## config.mk

```make
export PLATFORM = sky130hd
export DESIGN_NAME = instr_mem_ctrl
export DESIGN_NICKNAME = d
export VERILOG_FILES = /design/src/rtl/instr_mem_pkg.sv /design/src/rtl/imem_rr_arbiter.sv /design/src/rtl/instr_mem_ctrl.sv
export SDC_FILE = /design/constraint.sdc
export NUM_CORES = 1
export LEC_CHECK = 0
export ABC_AREA = 1
export ABC_CLOCK_PERIOD_IN_PS = 1650
export CORE_MARGIN = 3
export CORE_UTILIZATION = 21
export CTS_CLUSTER_SIZE = 12
export DETAILED_ROUTE_END_ITERATION = 6
export GPL_ROUTABILITY_DRIVEN = 0
export MAX_ROUTING_LAYER = met4
export PLACE_DENSITY = 0.82
export SLEW_MARGIN = 20
export SYNTH_ARGS = -nofsm -noshare
export SYNTH_HDL_FRONTEND = slang
export SYNTH_SLANG_ARGS = --single-unit
```

## constraint.sdc

```tcl
create_clock -name clk -period 1.65 [get_ports clk]
set_clock_uncertainty 0.2 [all_clocks]
set_input_delay 0.33 -clock clk [delete_from_list [all_inputs] [get_ports clk]]
set_output_delay 0.33 -clock clk [all_outputs]
set_load 0.02 [all_outputs]
```

## src/rtl/instr_mem_pkg.sv

```systemverilog
// Shared constants and types for the instruction memory access controller.
package instr_mem_pkg;

   localparam int unsigned ADDR_W_DEF = 11;
   localparam int unsigned DATA_W_DEF = 32;
   localparam int unsigned DEPTH_DEF  = 2048;

   typedef enum logic {
      ST_BOOT = 1'b0,
      ST_RUN  = 1'b1
   } state_e;

   localparam int unsigned PORT_CORE   = 0;
   localparam int unsigned PORT_LOADER = 1;

   function automatic logic in_range(input logic [31:0] addr, input int unsigned depth);
      return addr < depth;
   endfunction

endpackage

```

## src/rtl/imem_rr_arbiter.sv

```systemverilog
// Two-way round-robin arbiter; masked requesters are never granted.
module imem_rr_arbiter
   import instr_mem_pkg::*;
(
   input  logic       clk,
   input  logic       rst_n,
   input  logic [1:0] req,
   input  logic [1:0] mask,
   output logic [1:0] gnt
);

   logic       last_grant_q;
   logic [1:0] active;

   always_comb begin
      active = req & ~mask;
      gnt    = '0;
      unique case (active)
         2'b01: gnt[PORT_CORE]   = 1'b1;
         2'b10: gnt[PORT_LOADER] = 1'b1;
         // On conflict the port that did not win last time goes first.
         2'b11: begin
            if (last_grant_q == 1'(PORT_LOADER)) gnt[PORT_CORE] = 1'b1;
            else                                 gnt[PORT_LOADER] = 1'b1;
         end
         default: ;
      endcase
   end

   always_ff @(posedge clk or negedge rst_n) begin
      if (!rst_n) begin
         last_grant_q <= 1'(PORT_LOADER);
      end else if (|gnt) begin
         last_grant_q <= gnt[PORT_LOADER];
      end
   end

endmodule

```

## src/rtl/instr_mem_ctrl.sv

```systemverilog
// Shares one single-port instruction RAM between core fetch and loader/debug,
// with a loader-only BOOT phase followed by round-robin RUN arbitration.
module instr_mem_ctrl
   import instr_mem_pkg::*;
#(
   parameter int unsigned ADDR_W = ADDR_W_DEF,
   parameter int unsigned DATA_W = DATA_W_DEF,
   parameter int unsigned DEPTH  = DEPTH_DEF
) (
   input  logic              clk,
   input  logic              rst_n,
   input  logic              load_done_i,
   output logic              boot_o,
   input  logic              c_req_i,
   input  logic [ADDR_W-1:0] c_addr_i,
   output logic              c_gnt_o,
   output logic              c_rvalid_o,
   output logic [DATA_W-1:0] c_rdata_o,
   output logic              c_err_o,
   input  logic              l_req_i,
   input  logic              l_we_i,
   input  logic [ADDR_W-1:0] l_addr_i,
   input  logic [DATA_W-1:0] l_wdata_i,
   output logic              l_gnt_o,
   output logic              l_rvalid_o,
   output logic [DATA_W-1:0] l_rdata_o,
   output logic              l_err_o,
   output logic              m_en_o,
   output logic              m_we_o,
   output logic [ADDR_W-1:0] m_addr_o,
   output logic [DATA_W-1:0] m_wdata_o,
   input  logic [DATA_W-1:0] m_rdata_i
);

   state_e            state_q, state_d;
   logic              boot;
   logic [1:0]        req, mask, gnt;
   logic [ADDR_W-1:0] sel_addr;
   logic              sel_ok;
   logic              c_pend_q, l_pend_q, err_q, wr_q;

   assign boot   = (state_q == ST_BOOT);
   assign boot_o = boot;

   // Requests are ignored while reset is held so the memory stays idle.
   assign req  = {l_req_i, c_req_i} & {2{rst_n}};
   assign mask = {1'b0, boot};

   imem_rr_arbiter u_arb (
      .clk  (clk),
      .rst_n(rst_n),
      .req  (req),
      .mask (mask),
      .gnt  (gnt)
   );

   assign c_gnt_o = gnt[PORT_CORE];
   assign l_gnt_o = gnt[PORT_LOADER];

   always_comb begin
      sel_addr  = l_gnt_o ? l_addr_i : c_addr_i;
      sel_ok    = in_range(32'(sel_addr), DEPTH);
      m_en_o    = (|gnt) & sel_ok;
      m_we_o    = m_en_o & l_gnt_o & l_we_i;
      m_addr_o  = sel_addr;
      m_wdata_o = l_gnt_o ? l_wdata_i : '0;
   end

   always_comb begin
      state_d = state_q;
      if (boot && load_done_i) state_d = ST_RUN;
   end

   always_ff @(posedge clk or negedge rst_n) begin
      if (!rst_n) begin
         state_q  <= ST_BOOT;
         c_pend_q <= 1'b0;
         l_pend_q <= 1'b0;
         err_q    <= 1'b0;
         wr_q     <= 1'b0;
      end else begin
         state_q  <= state_d;
         c_pend_q <= c_gnt_o;
         l_pend_q <= l_gnt_o;
         err_q    <= (|gnt) & ~sel_ok;
         wr_q     <= l_gnt_o & l_we_i;
      end
   end

   always_comb begin
      c_rvalid_o = c_pend_q;
      c_err_o    = c_pend_q & err_q;
      c_rdata_o  = (c_pend_q && !err_q) ? m_rdata_i : '0;
      l_rvalid_o = l_pend_q;
      l_err_o    = l_pend_q & err_q;
      l_rdata_o  = (l_pend_q && !err_q && !wr_q) ? m_rdata_i : '0;
   end

endmodule

```

# After elaboration in Yosys (flattened, before gate mapping)
# Index checks and enable logic that the tools add are counted.
word_totals:
  ff_bits: 5
  out_inout_bits: 116
classes:
  n_eq_ne: 3
  mux: 8
  n_bitwise: 7
  reduce_logical: 4
op_table:
  columns: ["operator", "count"]
  rows:
  - ["2-to-1 mux 32 bit", 3]
  - ["2-to-1 mux 11 bit", 1]
  - ["bitwise AND 2 bit", 2]
  - ["== test 2 bit (second input constant)", 2]
  - ["one-hot mux 1 bit (2 select lines)", 2]
  - ["bitwise AND 1 bit", 3]
  - ["== test 2 x 1 -> 1 bit (second input constant)", 1]
  - ["logical AND 1 bit", 2]
  - ["2-to-1 mux 1 bit", 2]
  - ["NOT 1 -> 2 bit", 1]
  - ["OR reduction 2 bit", 1]
  - ["zero test 1 bit", 1]
  - ["NOT 1 bit", 1]

# Longest topological paths before layout
depth:
  ltp_word: 8
  ltp_mapped: 6
  depth_no_buf: 5

# Modules after synthesis
# From an unflattened synthesis, not the netlist that was laid out.
unflattened:
  hier_cells: 273
  hier_area_um2: 1223.7
modules_own_cells:
  columns: ["module", "instances", "cells_per_inst", "area_each_um2", "seq_area_each_um2"]
  rows:
  - ["instr_mem_ctrl", 1, 256, 1132.3, 100.1]
  - ["imem_rr_arbiter", 1, 17, 91.3, 26.3]

# Least setup slack after synthesis
# OpenSTA, ideal clock, no wires.
synth_path:
  path_type: "register -> output"
  start: "register u_arb.last_grant_q"
  end: "output m_addr_o[5]"
  t_arrival_ns: 1.162
  required_ns: 1.120
  slack_ns: -0.042
  stages_incl_launch_ff: 7
  n_path_buf: 2
  cell_sequence: "dfstp_2 inv_1 o21bai_1 buf_4 buf_6 nand2_1 nand2_1"
synth_between:
  elab_chain_cells: 3
synth_rtl:
  columns: ["item", "line", "source"]
  rows:
  - ["from (decl)", "imem_rr_arbiter.sv:12", "logic last_grant_q;"]
  - ["from (signal assigned)", "imem_rr_arbiter.sv:32", "last_grant_q <= 1'(PORT_LOADER);"]
  - ["from (signal assigned)", "imem_rr_arbiter.sv:34", "last_grant_q <= gnt[PORT_LOADER];"]
  - ["2-to-1 mux 1 bit", "imem_rr_arbiter.sv:23", "if (last_grant_q == 1'(PORT_LOADER)) gnt[PORT_CORE] = 1'b1;"]
  - ["one-hot mux 1 bit (2 select lines)", "imem_rr_arbiter.sv:18", "unique case (active)"]
  - ["2-to-1 mux 11 bit", "instr_mem_ctrl.sv:61", "sel_addr = l_gnt_o ? l_addr_i : c_addr_i;"]
  - ["to (decl)", "instr_mem_ctrl.sv:30", "output logic [ADDR_W-1:0] m_addr_o,"]
# No other way between the ends.

# Final worst setup path
layout_path:
  start: "input l_req_i"
  end: "output m_wdata_o[17]"
layout_between:
  elab_chain_cells: 5
layout_rtl:
  columns: ["item", "line", "source"]
  rows:
  - ["from (decl)", "instr_mem_ctrl.sv:20", "input logic l_req_i,"]
  - ["bitwise AND 2 bit (*)", "instr_mem_ctrl.sv:46", "assign req = {l_req_i, c_req_i} & {2{rst_n}};"]
  - ["bitwise AND 2 bit (*)", "imem_rr_arbiter.sv:16", "active = req & ~mask;"]
  - ["== test 2 bit", "imem_rr_arbiter.sv:18", null]
  - ["one-hot mux 1 bit (2 select lines) (*)", "imem_rr_arbiter.sv:18", null]
  - ["2-to-1 mux 32 bit (*)", "instr_mem_ctrl.sv:66", "m_wdata_o = l_gnt_o ? l_wdata_i : '0;"]
  - ["to (decl)", "instr_mem_ctrl.sv:31", "output logic [DATA_W-1:0] m_wdata_o,"]
# Mark *: on every way between the ends. The rest lies on a longest branch, timed or not.

==> run summary <==
The run finished, with violations left. The final reports fail on setup timing. The clock slew seen by the registers of the worst setup and hold paths was 0.04 ns; the register area share after synthesis was 10.8%. The total of buffers placed on input and output ports is 205, and the y dimension of the die is 80.8 um. The number of different library cells used by synthesis comes to 14. In this run the worst hold path is classified as in2async. For the number of iterations in the first detailed-routing pass, the log shows 6.

The logs give 5 for the number of clock sinks seen by CTS and 12.3 mm for the wire length of the first global-routing pass. Of the available clock period, the critical path in the final layout requires 134%. Measured along the x axis, the die boundary spans 80.8 um.

The count of state elements after synthesis came out at 5. The net count of the finished layout was 620; the total count of max-transition violations in the final report was 0. The static leakage power was 2.83 nW.

Summing all flip-flop and latch instances after layout gives 128 sq um. After legalization and detailed placement, the total HPWL measured 5.46 mm. The setup slack of the critical path after layout was -0.555 ns; the power per cell area was 373 mW/mm^2. The number of maximum-capacitance constraint violations came out at 0.

The Yosys step of the flow raised 0 warnings. The synthesized design contains 0 enable-type register cells. In the post-synthesis netlist, the biggest area contributors are inv_1 (33%), nor2_1 (21%), nand2_1 (19%). In this run the core area contains 26 standard-cell rows. The detail route stage leaves a number of antenna-violating nets equal to 0. Number of buffers created by CTS: 3.

The library cell occupying the most area in the post-synthesis netlist was inv_1. Internal power of the cells: 1.06 mW. Fill cells in the final layout number 171.

In this run the count of I/O pins placed on the die edge is 208. The endpoint class of the critical path is a primary output. The smallest clock period supported by the final layout is computed as 2.20 ns. The mapped netlist covers 0.00117 sq mm. The first routing iteration left 102 violations.

TritonCTS built the clock tree. Based on the critical path, the design can be clocked at up to 0.454 GHz. The cell sitting at the root of the clock tree is a clkbuf_8. The detailed router placed 2745 vias in this run. Sequential cells burn 7.8% of the power. The die covers 0.00652 sq mm. Most frequently used flop master after synthesis: dfrtp_1. The tools report the category of the worst setup path launch point as an input port. Using the TritonRoute via totals, the vias-per-cell ratio works out to 4.59. The hold slack was 0.334 ns; the part of the power in combinational logic was 78.9%. The share of total power consumed by net switching is 42.5%. Setup repair after global routing could not meet its margin everywhere. In this run the worst path has a maximum fanout of 3. In the final layout, the multi-input gates occupy 0.00121 sq mm. Clock latency on the worst-skew pair, taken at its later pin, is 0.23 ns. The run gives 1 as the number of antenna violations at the first check in global routing. Setup violations remaining at the end of the flow were counted as 112. Compared with the post-synthesis result, the final layout area differs by 322%. The number of H-tree branching levels is 1, and the non-filler instance count after layout is 598. The mean routed wirelength per cell was 19.6 um; the post-detailed-routing wire length was 11.7 mm.

In the synthesized netlist, the cells that appear most often are inv_1 (103), nor2_1 (67), nand2_1 (59). After synthesis, the share of flip-flops with an asynchronous set or reset is 100%. VDD sags by at most 0.330 mV.

Final count of hold timing violations: 0. The logs give 2 for the number of buffers on the longest clock path and 13.2% for the proportion of power drawn by the clock network. For this run, the total global-route usage over all layers was measured as 25.4%. The overflow left after global routing is 0, and the largest net degree at the start of global routing is 17. After detailed routing, the number of remaining DRC violations is 0. The critical path is of the in2out type. A synthesized cell averages 4.41 sq um. In the final layout, the share of cells above drive strength 1 is 64.3%. Including well taps, the total number of placed cells is 539. The arrival time of the worst setup path is 1.67 ns, and the switching component of the power is 0.785 mW. Portion of synthesized cell area occupied by the leading cell type: 32.9%. The cell with the most instances after synthesis was inv_1. The data required time of the critical path is 1.12 ns.

The utilization after layout is 94.0%. Number of global-route vias before repair: 2599. After floorplanning, the core was sized to cover 0.00527 sq mm. The gate count after technology mapping is 266, and the initial core utilization is 22.3%.
flip-flops by register name (all words and copies together) (netlist names):
register / flops
c_rvalid_o: 1
l_rvalid_o: 1
state_q: 1
u_arb.last_grant_q: 1
wr_q: 1
metal layers:
layer | GRT usage (%) | wire length, um | part of all wire (%) | vias up
met5 | - | 0 | 0 | -
met4 | 10.3 | 648 | 5.5 | 0
met3 | 7.21 | 882 | 7.5 | 46
met2 | 49.3 | 6480 | 55 | 186
met1 | 22.9 | 3710 | 32 | 1289
li1 | - | - | - | 1224
power by group through the flow:
| stage | sequential (mW) | combinational, mW | clock [mW] |
|---|---|---|---|
| CTS | 0.142 | 1.16 | 0.225 |
| global route | 0.146 | 1.52 | 0.260 |
| finish | 0.145 | 1.46 | 0.245 |
| detailed placement | 0.141 | 0.905 | 0 |
| global placement | 0.141 | 0.894 | 0 |
| floorplan | 0.144 | 0.362 | 0 |
path summary, 6_finish.rpt:
path / startpoint / end / slack (ns) / cells after the start
min in group clk: rst_n / u_arb.last_grant_q / 0.35 / 3
worst min-delay path: rst_n / state_q / 0.33 / 2
worst max-delay path: l_req_i / m_wdata_o[17] / -0.55 / 9
max in group asynchronous: rst_n / u_arb.last_grant_q / 0.55 / 3
worst min register to register: state_q / state_q / 0.35 / 1
worst max register to register: u_arb.last_grant_q / l_rvalid_o / -0.03 / 8
stage by stage:
stage                     worst slack (ns)  setup TNS (ns)  area, sq um  power [mW]
after floorplan                   0.000830               0         1190       0.506
after global placement               -1.12          -74.31         3360        1.04
after detailed placement             -1.14          -77.29         3360        1.05
after CTS                           -0.455          -19.93         4070        1.52
after global routing                -0.589          -29.47         4960        1.92
final                               -0.555          -25.09         4960        1.85
final cells by class:
type	count	area share, %
sequential	5	2.58
multi-input combinational	144	24.4
timing repair buffer	271	62.4
clock buffer	4	0.909
tap	70	1.77
antenna	1	0.0505
inverter	103	7.90
cell families (layout without fill, tap and decap cells):
logic type             Yosys count  count (layout)  synth area share, %
AOI/OAI and AO/OA                2               2                 1.07
buffers and inverters          118             378                 41.5
DFF                              5               5                 10.8
other                            1               3                0.320
and+or+nand+nor                140             140                 46.4
cell usage in the layout, fill, tap and decap left out, types with 2 or more instances in the layout:
cell type,n
conb_1,2
nor2_2,27
dlygate4sd2_1,9
buf_16,4
nor2_4,36
inv_4,2
buf_2,2
clkdlybuf4s50_1,72
inv_2,34
nand2_1,7
nand2_2,21
inv_1,67
buf_4,19
clkbuf_8,3
buf_12,12
nand3_2,2
buf_6,135
buf_8,4
nor2_1,4
dlymetal6s2s_1,10
nand3_1,11
nand2_4,31
clkbuf_16,3
dfrtp_1,3
timing repair:
action / 4_1_cts / 5_1_grt
endpoints found under the setup margin: 117 / 111
pin swaps: 4 / 3
hold buffers: 1 / 0
resized for setup: 716 / 252
setup buffers: 33 / 15
gates cloned: 9 / 3
hold endpoints to repair: 4 / 0
critical path, stage by stage:
cell	delay (ns)
dlygate4sd2_1	0.28
nand2_2	0.11
o21bai_4	0.20
buf_6	0.14
buf_8	0.12
buf_6	0.11
buf_6	0.12
nor2_2	0.13
buf_6	0.14
Note: power is estimated with default switching activity, not from simulation.
